`config.mk`:
```
export PLATFORM = sky130hd
export DESIGN_NAME = hazard_scoreboard_ctrl
export DESIGN_NICKNAME = d
export VERILOG_FILES = /design/src/rtl/hazard_scoreboard_ctrl_pkg.sv /design/src/rtl/hazard_scoreboard_ctrl_md_busy_counter.sv /design/src/rtl/hazard_scoreboard_ctrl.sv
export SDC_FILE = /design/constraint.sdc
export NUM_CORES = 1
export LEC_CHECK = 0
export BUFFER_PORTS_ARGS = -buffer_cell sky130_fd_sc_hd__buf_2
export CORE_UTILIZATION = 60
export CTS_BUF_LIST = sky130_fd_sc_hd__clkbuf_8 sky130_fd_sc_hd__clkbuf_16
export DETAILED_ROUTE_END_ITERATION = 6
export PLACE_DENSITY = 0.92
export SLEW_MARGIN = 0
export SYNTH_ARGS = -nofsm -noshare
export SYNTH_HDL_FRONTEND = slang
export SYNTH_SLANG_ARGS = --single-unit
```
`constraint.sdc`:
```
create_clock -name CLK -period 3 [get_ports CLK]
set_input_delay 0.3 -clock CLK [delete_from_list [all_inputs] [get_ports CLK]]
set_output_delay 0.3 -clock CLK [all_outputs]
set_load 0.01 [all_outputs]
```
`src/rtl/hazard_scoreboard_ctrl_pkg.sv`:
```
// rtl/hazard_scoreboard_ctrl_pkg.sv - shared encodings, entry types and compare helpers for the hazard controller
package hazard_scoreboard_ctrl_pkg;

    localparam logic [1:0] FWD_GRF   = 2'd0;
    localparam logic [1:0] FWD_W     = 2'd1;
    localparam logic [1:0] FWD_M     = 2'd2;

    localparam logic [1:0] TUSE_D    = 2'd0;
    localparam logic [1:0] TUSE_E    = 2'd1;
    localparam logic [1:0] TUSE_NONE = 2'd3;

    localparam logic [1:0] TNEW_LINK = 2'd0;
    localparam logic [1:0] TNEW_ALU  = 2'd1;
    localparam logic [1:0] TNEW_LOAD = 2'd2;

    // E-stage shadow entry; is_div travels with md so the busy counter knows what to load
    typedef struct packed {
        logic [4:0] dst;
        logic [1:0] tnew;
        logic [4:0] rs;
        logic [4:0] rt;
        logic       md;
        logic       is_div;
    } e_entry_t;

    typedef struct packed {
        logic [4:0] dst;
        logic [1:0] tnew;
    } m_entry_t;

    // M has priority over W; M only forwards once its result is actually in ALUOutput_M
    function automatic logic [1:0] fwd_sel(
        input logic [4:0] r,
        input logic [4:0] m_dst,
        input logic [1:0] m_tnew,
        input logic [4:0] w_dst
    );
        logic [1:0] sel;
        sel = FWD_GRF;
        if (r != 5'd0 && r == m_dst && m_tnew == 2'd0) begin
            sel = FWD_M;
        end else if (r != 5'd0 && r == w_dst) begin
            sel = FWD_W;
        end
        return sel;
    endfunction

    // A producer still too far from its result for the consumer's deadline forces a stall
    function automatic logic data_hazard(
        input logic [4:0] r,
        input logic [1:0] tuse,
        input logic [4:0] e_dst,
        input logic [1:0] e_tnew,
        input logic [4:0] m_dst,
        input logic [1:0] m_tnew
    );
        logic hz;
        hz = 1'b0;
        if (tuse != TUSE_NONE && r != 5'd0) begin
            if (r == e_dst && e_tnew > tuse) hz = 1'b1;
            if (r == m_dst && m_tnew > tuse) hz = 1'b1;
        end
        return hz;
    endfunction

endpackage

```
`src/rtl/hazard_scoreboard_ctrl_md_busy_counter.sv`:
```
// rtl/hazard_scoreboard_ctrl_md_busy_counter.sv - busy counter for the multi-cycle mult/div unit
module md_busy_counter #(
    parameter int MULT_CYCLES = 5,
    parameter int DIV_CYCLES  = 10,
    parameter int CNT_W       = 4
) (
    input  logic CLK,
    input  logic Reset,
    input  logic Load,
    input  logic IsDiv,
    output logic Busy
);

    localparam logic [CNT_W-1:0] MULT_LOAD = CNT_W'(MULT_CYCLES);
    localparam logic [CNT_W-1:0] DIV_LOAD  = CNT_W'(DIV_CYCLES);

    logic [CNT_W-1:0] count;

    // Load has priority over the decrement; the count parks at zero once the unit is done
    always_ff @(posedge CLK) begin
        if (!Reset) begin
            count <= '0;
        end else if (Load) begin
            count <= IsDiv ? DIV_LOAD : MULT_LOAD;
        end else if (count != '0) begin
            count <= count - 1'b1;
        end
    end

    assign Busy = (count != '0);

endmodule

```
`src/rtl/hazard_scoreboard_ctrl.sv`:
```
// rtl/hazard_scoreboard_ctrl.sv - decode-stage stall/forward controller with E/M/W shadow scoreboard
module hazard_scoreboard_ctrl
    import hazard_scoreboard_ctrl_pkg::*;
#(
    parameter int MULT_CYCLES = 5,
    parameter int DIV_CYCLES  = 10,
    parameter int CNT_W       = 4
) (
    input  logic       CLK,
    input  logic       Reset,
    input  logic [4:0] RS_D,
    input  logic [4:0] RT_D,
    input  logic [1:0] TuseRS_D,
    input  logic [1:0] TuseRT_D,
    input  logic [4:0] Dst_D,
    input  logic [1:0] Tnew_D,
    input  logic       MDStart_D,
    input  logic       MDIsDiv_D,
    input  logic       MDUse_D,
    output logic       Stall,
    output logic [1:0] ForwardRSD,
    output logic [1:0] ForwardRTD,
    output logic [1:0] ForwardRSE,
    output logic [1:0] ForwardRTE,
    output logic       MDBusy
);

    e_entry_t   e_q;
    m_entry_t   m_q;
    logic [4:0] w_dst_q;

    logic stall_rs;
    logic stall_rt;
    logic stall_md;

    // Forward selects and stall decision are purely combinational from the scoreboard
    always_comb begin
        ForwardRSD = fwd_sel(RS_D,   m_q.dst, m_q.tnew, w_dst_q);
        ForwardRTD = fwd_sel(RT_D,   m_q.dst, m_q.tnew, w_dst_q);
        ForwardRSE = fwd_sel(e_q.rs, m_q.dst, m_q.tnew, w_dst_q);
        ForwardRTE = fwd_sel(e_q.rt, m_q.dst, m_q.tnew, w_dst_q);
        stall_rs   = data_hazard(RS_D, TuseRS_D, e_q.dst, e_q.tnew, m_q.dst, m_q.tnew);
        stall_rt   = data_hazard(RT_D, TuseRT_D, e_q.dst, e_q.tnew, m_q.dst, m_q.tnew);
        stall_md   = (MDStart_D || MDUse_D) && (MDBusy || e_q.md);
        Stall      = stall_rs || stall_rt || stall_md;
    end

    // Shadow pipeline advance; a stalled D stage injects an all-zero bubble into E
    always_ff @(posedge CLK) begin
        if (!Reset) begin
            e_q     <= '0;
            m_q     <= '0;
            w_dst_q <= '0;
        end else begin
            m_q.dst  <= e_q.dst;
            m_q.tnew <= (e_q.tnew == 2'd0) ? 2'd0 : e_q.tnew - 2'd1;
            w_dst_q  <= m_q.dst;
            if (Stall) begin
                e_q <= '0;
            end else begin
                e_q.dst    <= Dst_D;
                e_q.tnew   <= Tnew_D;
                e_q.rs     <= RS_D;
                e_q.rt     <= RT_D;
                e_q.md     <= MDStart_D;
                e_q.is_div <= MDStart_D && MDIsDiv_D;
            end
        end
    end

    md_busy_counter #(
        .MULT_CYCLES (MULT_CYCLES),
        .DIV_CYCLES  (DIV_CYCLES),
        .CNT_W       (CNT_W)
    ) u_md_busy_counter (
        .CLK   (CLK),
        .Reset (Reset),
        .Load  (e_q.md),
        .IsDiv (e_q.is_div),
        .Busy  (MDBusy)
    );

endmodule
```
==> flow_metrics.py, run 1 <==
metrics = {
    "worst_setup_path": {
        "critical-path-max-stage-delay_ns": 0.32,
        "cp.required_ns": 2.70,
        "worst_r2r_endpoint": "e_q[14]",
        "timing.critical_path.to_type": "output port",
        "timing_worst_setup_path_type": "reg -> out",
        "worst-endpoint-arrival_ns": 2.08,
        "timing.critical_path.mode_cell": "sky130_fd_sc_hd__inv_1",
        "critPathBufInv": 3,
        "setup_slack_reg_to_reg_ns": 1.02,
        "path_max_fanout": 4,
        "worstPathCellList": "inv_1, ha_1, and2_1, inv_1, o22a_1, a211o_1, or2_1, buf_2",
        "slowest_stage": "sky130_fd_sc_hd__dfxtp_1",
        "cp_top_family": "compound AO/OA/AOI/OAI gates",
        "kind_of_start_point_of_the_critical_path": "flop",
        "reg2reg_from": "e_q[12]",
        "reg2reg_depth": 8,
    },
    "global_routing": {
        "antenna_found_initial": 0,
        "grt_pass1_vias": 1589,
        "grt_first_pass_wirelength_um": 7250,
        "gr-usage-all-layers": 0.281,
        "pin_count_of_the_biggest_net_entering_global_routing": 35,
        "global_route.overflow_total": 0,
    },
    "timing": {
        "layout_min_cycle_time_ns": 2.38,
        "final_max_slew_viol_count": 0,
        "setup-tns-final_ns": 0,
        "worst_clock_skew_ns": 0.00302,
        "fmax_mhz": 420,
        "rsz0062_at_grt": "false",
        "hold_violations": 0,
        "setup_viol": 0,
        "layout_worst_path_cycle_share": 0.793,
        "timing_worst_slew_pin_value_ns": 0.530,
        "slew_headroom": 0.646,
    },
    "place": {
        "dp_hpwl_um": 3270,
        "gp_congestion": 0.875,
        "numPortBuffers": 35,
        "dp.cells": 310,
    },
    "drt": {
        "drt_first_pass_iters": 5,
        "vias": 1728,
        "drc": 0,
        "first_iter_violations": 85,
        "avgViaCountPerCell": 5.43,
        "ant_nets": 0,
        "post_drt_wl_per_cell_um": 14.1,
        "routed_wirelength_um": 4490,
    },
    "power_and_ir_drop": {
        "ir_drop_uv": 588,
        "power_leakage_nw": 1.03,
        "powerDensity_nw_per_um2": 702,
    },
    "final_layout": {
        "insertedDiodeCount": 0,
        "layout-area-overhead-vs-synth_pct": 12.5,
        "final_layout_size_suffix_gt1_frac": 0.172,
        "instances_no_fill": 318,
        "fin_nets": 310,
    },
    "flow_run": {
        "maxCapViolCount": 0,
    },
    "cts": {
        "tritoncts": "done",
        "cts_setup_buffers": 0,
        "h-tree-depth": 2,
        "number_of_clock_sinks": 35,
        "clock_path_buffers": 2,
        "postCtsResizedCells": 0,
        "cts_root_buffer": "sky130_fd_sc_hd__clkbuf_8",
        "clk-insertion-delay-late_ns": 0.29,
        "num_cts_buffers": 5,
        "clock_pin_slew_on_the_worst_setup_and_hold_paths_ns": 0.07,
        "cts_hold_repair.buffers": 0,
    },
    "die": {
        "die_area_um2": 3660,
        "initial_core_util": 0.650,
        "die_w_um": 60.5,
        "placement_rows": 20,
        "top_level_ports": 36,
        "fp.coreArea_um2": 3150,
        "die_y_um": 60.5,
    },
    "synth": {
        "postSynthAreaPerCell_um2": 8.37,
        "ys_seq_area_frac": 0.342,
        "synth_most_common_cell": "sky130_fd_sc_hd__dfxtp_1",
        "ys_dominant_reg_cell": "sky130_fd_sc_hd__dfxtp_1",
        "postSynthRegisterBits": 35,
        "syn-instance-count": 245,
        "yosys-top-cells-count": "sky130_fd_sc_hd__dfxtp_1 (35), sky130_fd_sc_hd__xnor2_1 (33), sky130_fd_sc_hd__nand2_1 (27), sky130_fd_sc_hd__nor3_1 (27), sky130_fd_sc_hd__xor2_1 (18)",
        "synth.cell_area_um2": 2050,
        "synth_fp_nets": 282,
        "synthDominantAreaCellType": "sky130_fd_sc_hd__dfxtp_1",
        "area_contributors_post_synth": "sky130_fd_sc_hd__dfxtp_1 (34%), sky130_fd_sc_hd__xnor2_1 (14%), sky130_fd_sc_hd__xor2_1 (7.7%)",
        "synth.yosys.warnings": 0,
        "asyncSetResetFlopFracSynth": 0,
        "synth.top_cell.area_share": 0.342,
        "synth_enable_flop_cells": 0,
        "synth_cell_types": 31,
    },
    "hold_path": {
        "hold_path_startpoint": "Dst_D[1]",
        "min_delay_worst_endpoint": "e_q[15]",
        "timing.hold.worst_path_depth": 3,
        "min_path_type": "in -> reg",
    },
    "status": {
        "outcome": "complete, no violations",
    },
}
-- per-stage QoR --
stage | hold slack, ns | util | setup slack [ns] | total power [mW] | cell area [um^2]
2_1_floorplan | 0.392 | - | 0.975 | 1.15 | 2050
3_3_place_gp | 0.401 | 0.705 | 0.805 | 1.28 | 2220
3_5_place_dp | 0.406 | 0.705 | 0.763 | 1.30 | 2220
4_1_cts | 0.221 | 0.732 | 0.612 | 1.63 | 2310
5_1_grt | 0.232 | 0.732 | 0.511 | 1.75 | 2310
6_report | 0.230 | 0.732 | 0.620 | 1.62 | 2310
-- cell type report --
| class | instances | area, um^2 |
|---|---|---|
| Clock inverter | 3 | 16.3 |
| Inverter | 10 | 37.5 |
| Timing Repair Buffer | 37 | 190 |
| Fill cell | 257 | 846 |
| Multi-Input combinational cell | 184 | 1240 |
| Sequential cell | 35 | 701 |
| Tap cell | 44 | 55.1 |
| Clock buffer | 5 | 68.8 |
-- cell usage in the layout, fill, tap and decap left out, types with 5 or more instances in the layout --
| cell | count |
|---|---|
| sky130_fd_sc_hd__and2_1 | 12 |
| sky130_fd_sc_hd__buf_2 | 35 |
| sky130_fd_sc_hd__clkbuf_8 | 5 |
| sky130_fd_sc_hd__dfxtp_1 | 35 |
| sky130_fd_sc_hd__ha_1 | 11 |
| sky130_fd_sc_hd__inv_1 | 11 |
| sky130_fd_sc_hd__nand2_1 | 27 |
| sky130_fd_sc_hd__nand3_1 | 5 |
| sky130_fd_sc_hd__nor2_1 | 13 |
| sky130_fd_sc_hd__nor3_1 | 27 |
| sky130_fd_sc_hd__nor4_1 | 6 |
| sky130_fd_sc_hd__xnor2_1 | 33 |
| sky130_fd_sc_hd__xor2_1 | 18 |
-- metal layers --
layer / GRT usage / vias up / wire length (um)
li1: - / 871 / -
met1: 0.357 / 802 / 2000
met2: 0.466 / 48 / 2180
met3: 0.0640 / 7 / 251
met4: 0.107 / 0 / 56
met5: 0 / - / 0
-- worst register-to-register path, cell delays in order (launching register included) --
cell and delay, ns:
sky130_fd_sc_hd__dfxtp_1 0.33, sky130_fd_sc_hd__inv_1 0.08, sky130_fd_sc_hd__ha_1 0.28, sky130_fd_sc_hd__nand2_1 0.06, sky130_fd_sc_hd__nand4_1 0.09, sky130_fd_sc_hd__or4_1 0.55
sky130_fd_sc_hd__o31ai_2 0.09, sky130_fd_sc_hd__buf_4 0.29, sky130_fd_sc_hd__nor3_1 0.10
-- cells by family after synthesis --
logic type,synth area share
adders and majority gates,0.0671
xor gates and xnor gates,0.218
DFF,0.342
and+or+nand+nor,0.259
AOI/OAI and AO/OA,0.0574
buffers and inverters,0.0567
-- sequential cells by signal, indices dropped and copies added (netlist names) --
name,cells
m_q,7
w_dst_q,5
u_md_busy_counter.count,4
e_q,19
-- how the worst max path moves through the flow --
stage / startpoint / to / slack [ns] / cells past startpoint
floorplan: RS_D[1] / Stall / 0.98 / 6
global placement: RS_D[1] / Stall / 0.80 / 7
detailed placement: RT_D[1] / Stall / 0.76 / 7
CTS: u_md_busy_counter.count[0] / Stall / 0.61 / 8
global route: u_md_busy_counter.count[0] / Stall / 0.51 / 8
finish: u_md_busy_counter.count[0] / Stall / 0.62 / 8
-- power breakdown --
group	switching [mW]	internal, mW	total (mW)
logic	0.341	0.313	0.654
registers	0.0927	0.550	0.643
clock network	0.164	0.158	0.322
Note: power is estimated with default switching activity, not from simulation.
==> inputs of run 2 (changes only) <==
--- a/config.mk
+++ b/config.mk
@@ -6,10 +6,10 @@
 export NUM_CORES = 1
 export LEC_CHECK = 0
 export BUFFER_PORTS_ARGS = -buffer_cell sky130_fd_sc_hd__buf_2
-export CORE_UTILIZATION = 60
+export CORE_UTILIZATION = 50
 export CTS_BUF_LIST = sky130_fd_sc_hd__clkbuf_8 sky130_fd_sc_hd__clkbuf_16
 export DETAILED_ROUTE_END_ITERATION = 6
-export PLACE_DENSITY = 0.92
+export PLACE_DENSITY = 0.82
 export SLEW_MARGIN = 0
 export SYNTH_ARGS = -nofsm -noshare
 export SYNTH_HDL_FRONTEND = slang
==> constraint.sdc (replaced) <==
create_clock -name CLK -period 2 [get_ports CLK]
set_input_delay 0.2 -clock CLK [delete_from_list [all_inputs] [get_ports CLK]]
set_output_delay 0.2 -clock CLK [all_outputs]
set_load 0.01 [all_outputs]
==> run 2 against run 1 <==
Net effect:
- the run now ends with setup timing left
- clock-buffer cell count up 1
- global-route usage down 4.5 points
- sequential power up 53%
- die area up 19%
- critical path type unchanged
- largest power group unchanged
==> flow_metrics.py, run 2 (synthesis gave the netlist of run 1 again) <==
metrics = {
    "hold_path": {
        "hold_path_startpoint": "Tnew_D[0]",
        "min_path_type": "in -> reg",
    },
    "drt": {
        "first_iter_violations": 101,
        "drc": 0,
        "avgViaCountPerCell": 5.27,
        "post_drt_wl_per_cell_um": 14.6,
        "vias": 1772,
        "ant_nets": 0,
        "drt_first_pass_iters": 4,
        "routed_wirelength_um": 4890,
    },
    "final_layout": {
        "layout-area-overhead-vs-synth_pct": 26.1,
        "fin_nets": 324,
        "largest_register_ff_count": 19,
        "insertedDiodeCount": 0,
        "largest-register": "e_q",
        "final_layout_size_suffix_gt1_frac": 0.323,
        "mostFrequentLayoutCell": "sky130_fd_sc_hd__buf_2",
        "mostFrequentLayoutCells": "sky130_fd_sc_hd__buf_2 (35), sky130_fd_sc_hd__xnor2_1 (33), sky130_fd_sc_hd__nand2_1 (27), sky130_fd_sc_hd__nor3_1 (27), sky130_fd_sc_hd__dfxtp_1 (21)",
        "final_core_occ": 0.681,
        "top_regs": "e_q x19, m_q x7, w_dst_q x5",
    },
    "global_routing": {
        "grt_first_pass_wirelength_um": 7520,
        "antenna_found_initial": 0,
        "global_route.overflow_total": 0,
        "pin_count_of_the_biggest_net_entering_global_routing": 35,
        "gr-usage-all-layers": 0.236,
        "grt_pass1_vias": 1623,
    },
    "timing": {
        "timing_worst_slew_pin_value_ns": 0.537,
        "setup_viol": 1,
        "final_max_slew_viol_count": 0,
        "worst_clock_skew_ns": 0.00689,
        "fmax_mhz": 485,
        "layout_min_cycle_time_ns": 2.06,
        "post-route-worst-setup-slack_ns": -0.0609,
        "hold_violations": 0,
        "rsz0062_at_grt": "true",
        "slew_headroom": 0.642,
        "layout_worst_path_cycle_share": 1.03,
        "setup-tns-final_ns": -0.0609,
    },
    "place": {
        "gp_congestion": 0.878,
        "dp_hpwl_um": 3510,
        "numPortBuffers": 35,
        "detailedPlace.worstSlack_ns": 0.0343,
    },
    "power_and_ir_drop": {
        "ir_drop_uv": 606,
        "power.share.sequential": 0.346,
        "power_leakage_nw": 1.13,
        "internal_power_mw": 1.85,
        "clock_power_share": 0.232,
        "report.power.total_mw": 2.85,
        "net-switching-power_uw": 996,
        "powerDensity_nw_per_um2": 1100,
        "switching_share": 0.350,
        "combinational_power_share": 0.423,
    },
    "cts": {
        "h-tree-depth": 2,
        "num_cts_buffers": 5,
        "cts_root_buffer": "sky130_fd_sc_hd__clkbuf_8",
        "tritoncts": "done",
        "number_of_clock_sinks": 35,
        "clock_path_buffers": 2,
        "cts_hold_repair.buffers": 0,
        "clock_pin_slew_on_the_worst_setup_and_hold_paths_ns": 0.07,
        "clk-insertion-delay-late_ns": 0.29,
    },
    "worst_setup_path": {
        "timing.critical_path.to_type": "output port",
        "reg2reg_from": "m_q[1]",
        "path_max_fanout": 3,
        "kind_of_start_point_of_the_critical_path": "flop",
        "timing_worst_setup_path_type": "reg -> out",
        "worst-endpoint-arrival_ns": 1.86,
        "critPathLaunch": "e_q[15]",
        "cp.required_ns": 1.80,
    },
    "status": {
        "outcome": "complete, but fails checks",
        "failing_checks": "setup timing",
    },
    "die": {
        "fp.coreArea_um2": 3800,
        "placement_rows": 22,
        "die_y_um": 66.0,
        "top_level_ports": 36,
        "die_area_um2": 4360,
        "initial_core_util": 0.540,
        "die_w_um": 66.0,
    },
    "flow_run": {
        "maxCapViolCount": 0,
    },
}
[run 2: path summary, 6_finish.rpt]
| path | end | slack, ns | cells past startpoint |
|---|---|---|---|
| setup / recovery | Stall | -0.06 | 6 |
| hold / removal | e_q[12] | 0.13 | 3 |
| setup reg to reg | e_q[16] | 0.21 | 8 |
| hold reg to reg | m_q[0] | 0.41 | 1 |
[run 2: through the flow]
step / hold slack, ns / instances / instance area (um^2)
after floorplan: 0.318 / 245 / 2050
after global placement: 0.401 / 325 / 2310
after detailed placement: 0.397 / 325 / 2310
after CTS: 0.125 / 334 / 2470
after global routing: 0.132 / 336 / 2580
final: 0.131 / 336 / 2580
[run 2: routing by layer]
layer | routed length [um] | track usage
met1 | 2170 | 0.287
met2 | 2350 | 0.381
met3 | 273 | 0.0621
met4 | 100 | 0.120
met5 | 0 | 0
[run 2: power by group through the flow]
stage	Sequential, mW	Combinational (mW)	Clock, mW
after floorplan	0.922	0.806	0
after global placement	0.970	0.997	0
after detailed placement	0.973	1.04	0
after CTS	0.964	1.08	0.664
after global routing	0.999	1.32	0.688
final	0.983	1.20	0.659
[run 2: critical path: stages (launching register included)]
cell,delay (ns)
sky130_fd_sc_hd__dfxtp_1,0.42
sky130_fd_sc_hd__xnor2_1,0.17
sky130_fd_sc_hd__nand2_1,0.08
sky130_fd_sc_hd__or4_4,0.53
sky130_fd_sc_hd__o31ai_4,0.08
sky130_fd_sc_hd__or2_1,0.16
sky130_fd_sc_hd__buf_2,0.13
[run 2: final cells by class]
cell class | instances | area, um^2
well taps | 48 | 60.1
flip-flops and latches | 35 | 723
clock buffers | 6 | 82.6
multi-input cells | 184 | 1350
repair buffers | 51 | 295
inverters | 10 | 40.0
fillers | 325 | 1210
clock inverters | 2 | 35.0
[run 2: repair_timing]
action,in CTS,in global routing
gates resized for setup,12,25
endpoints found under the setup margin,1,4
pin swaps,4,5
buffers inserted,1,2
cloned,0,0
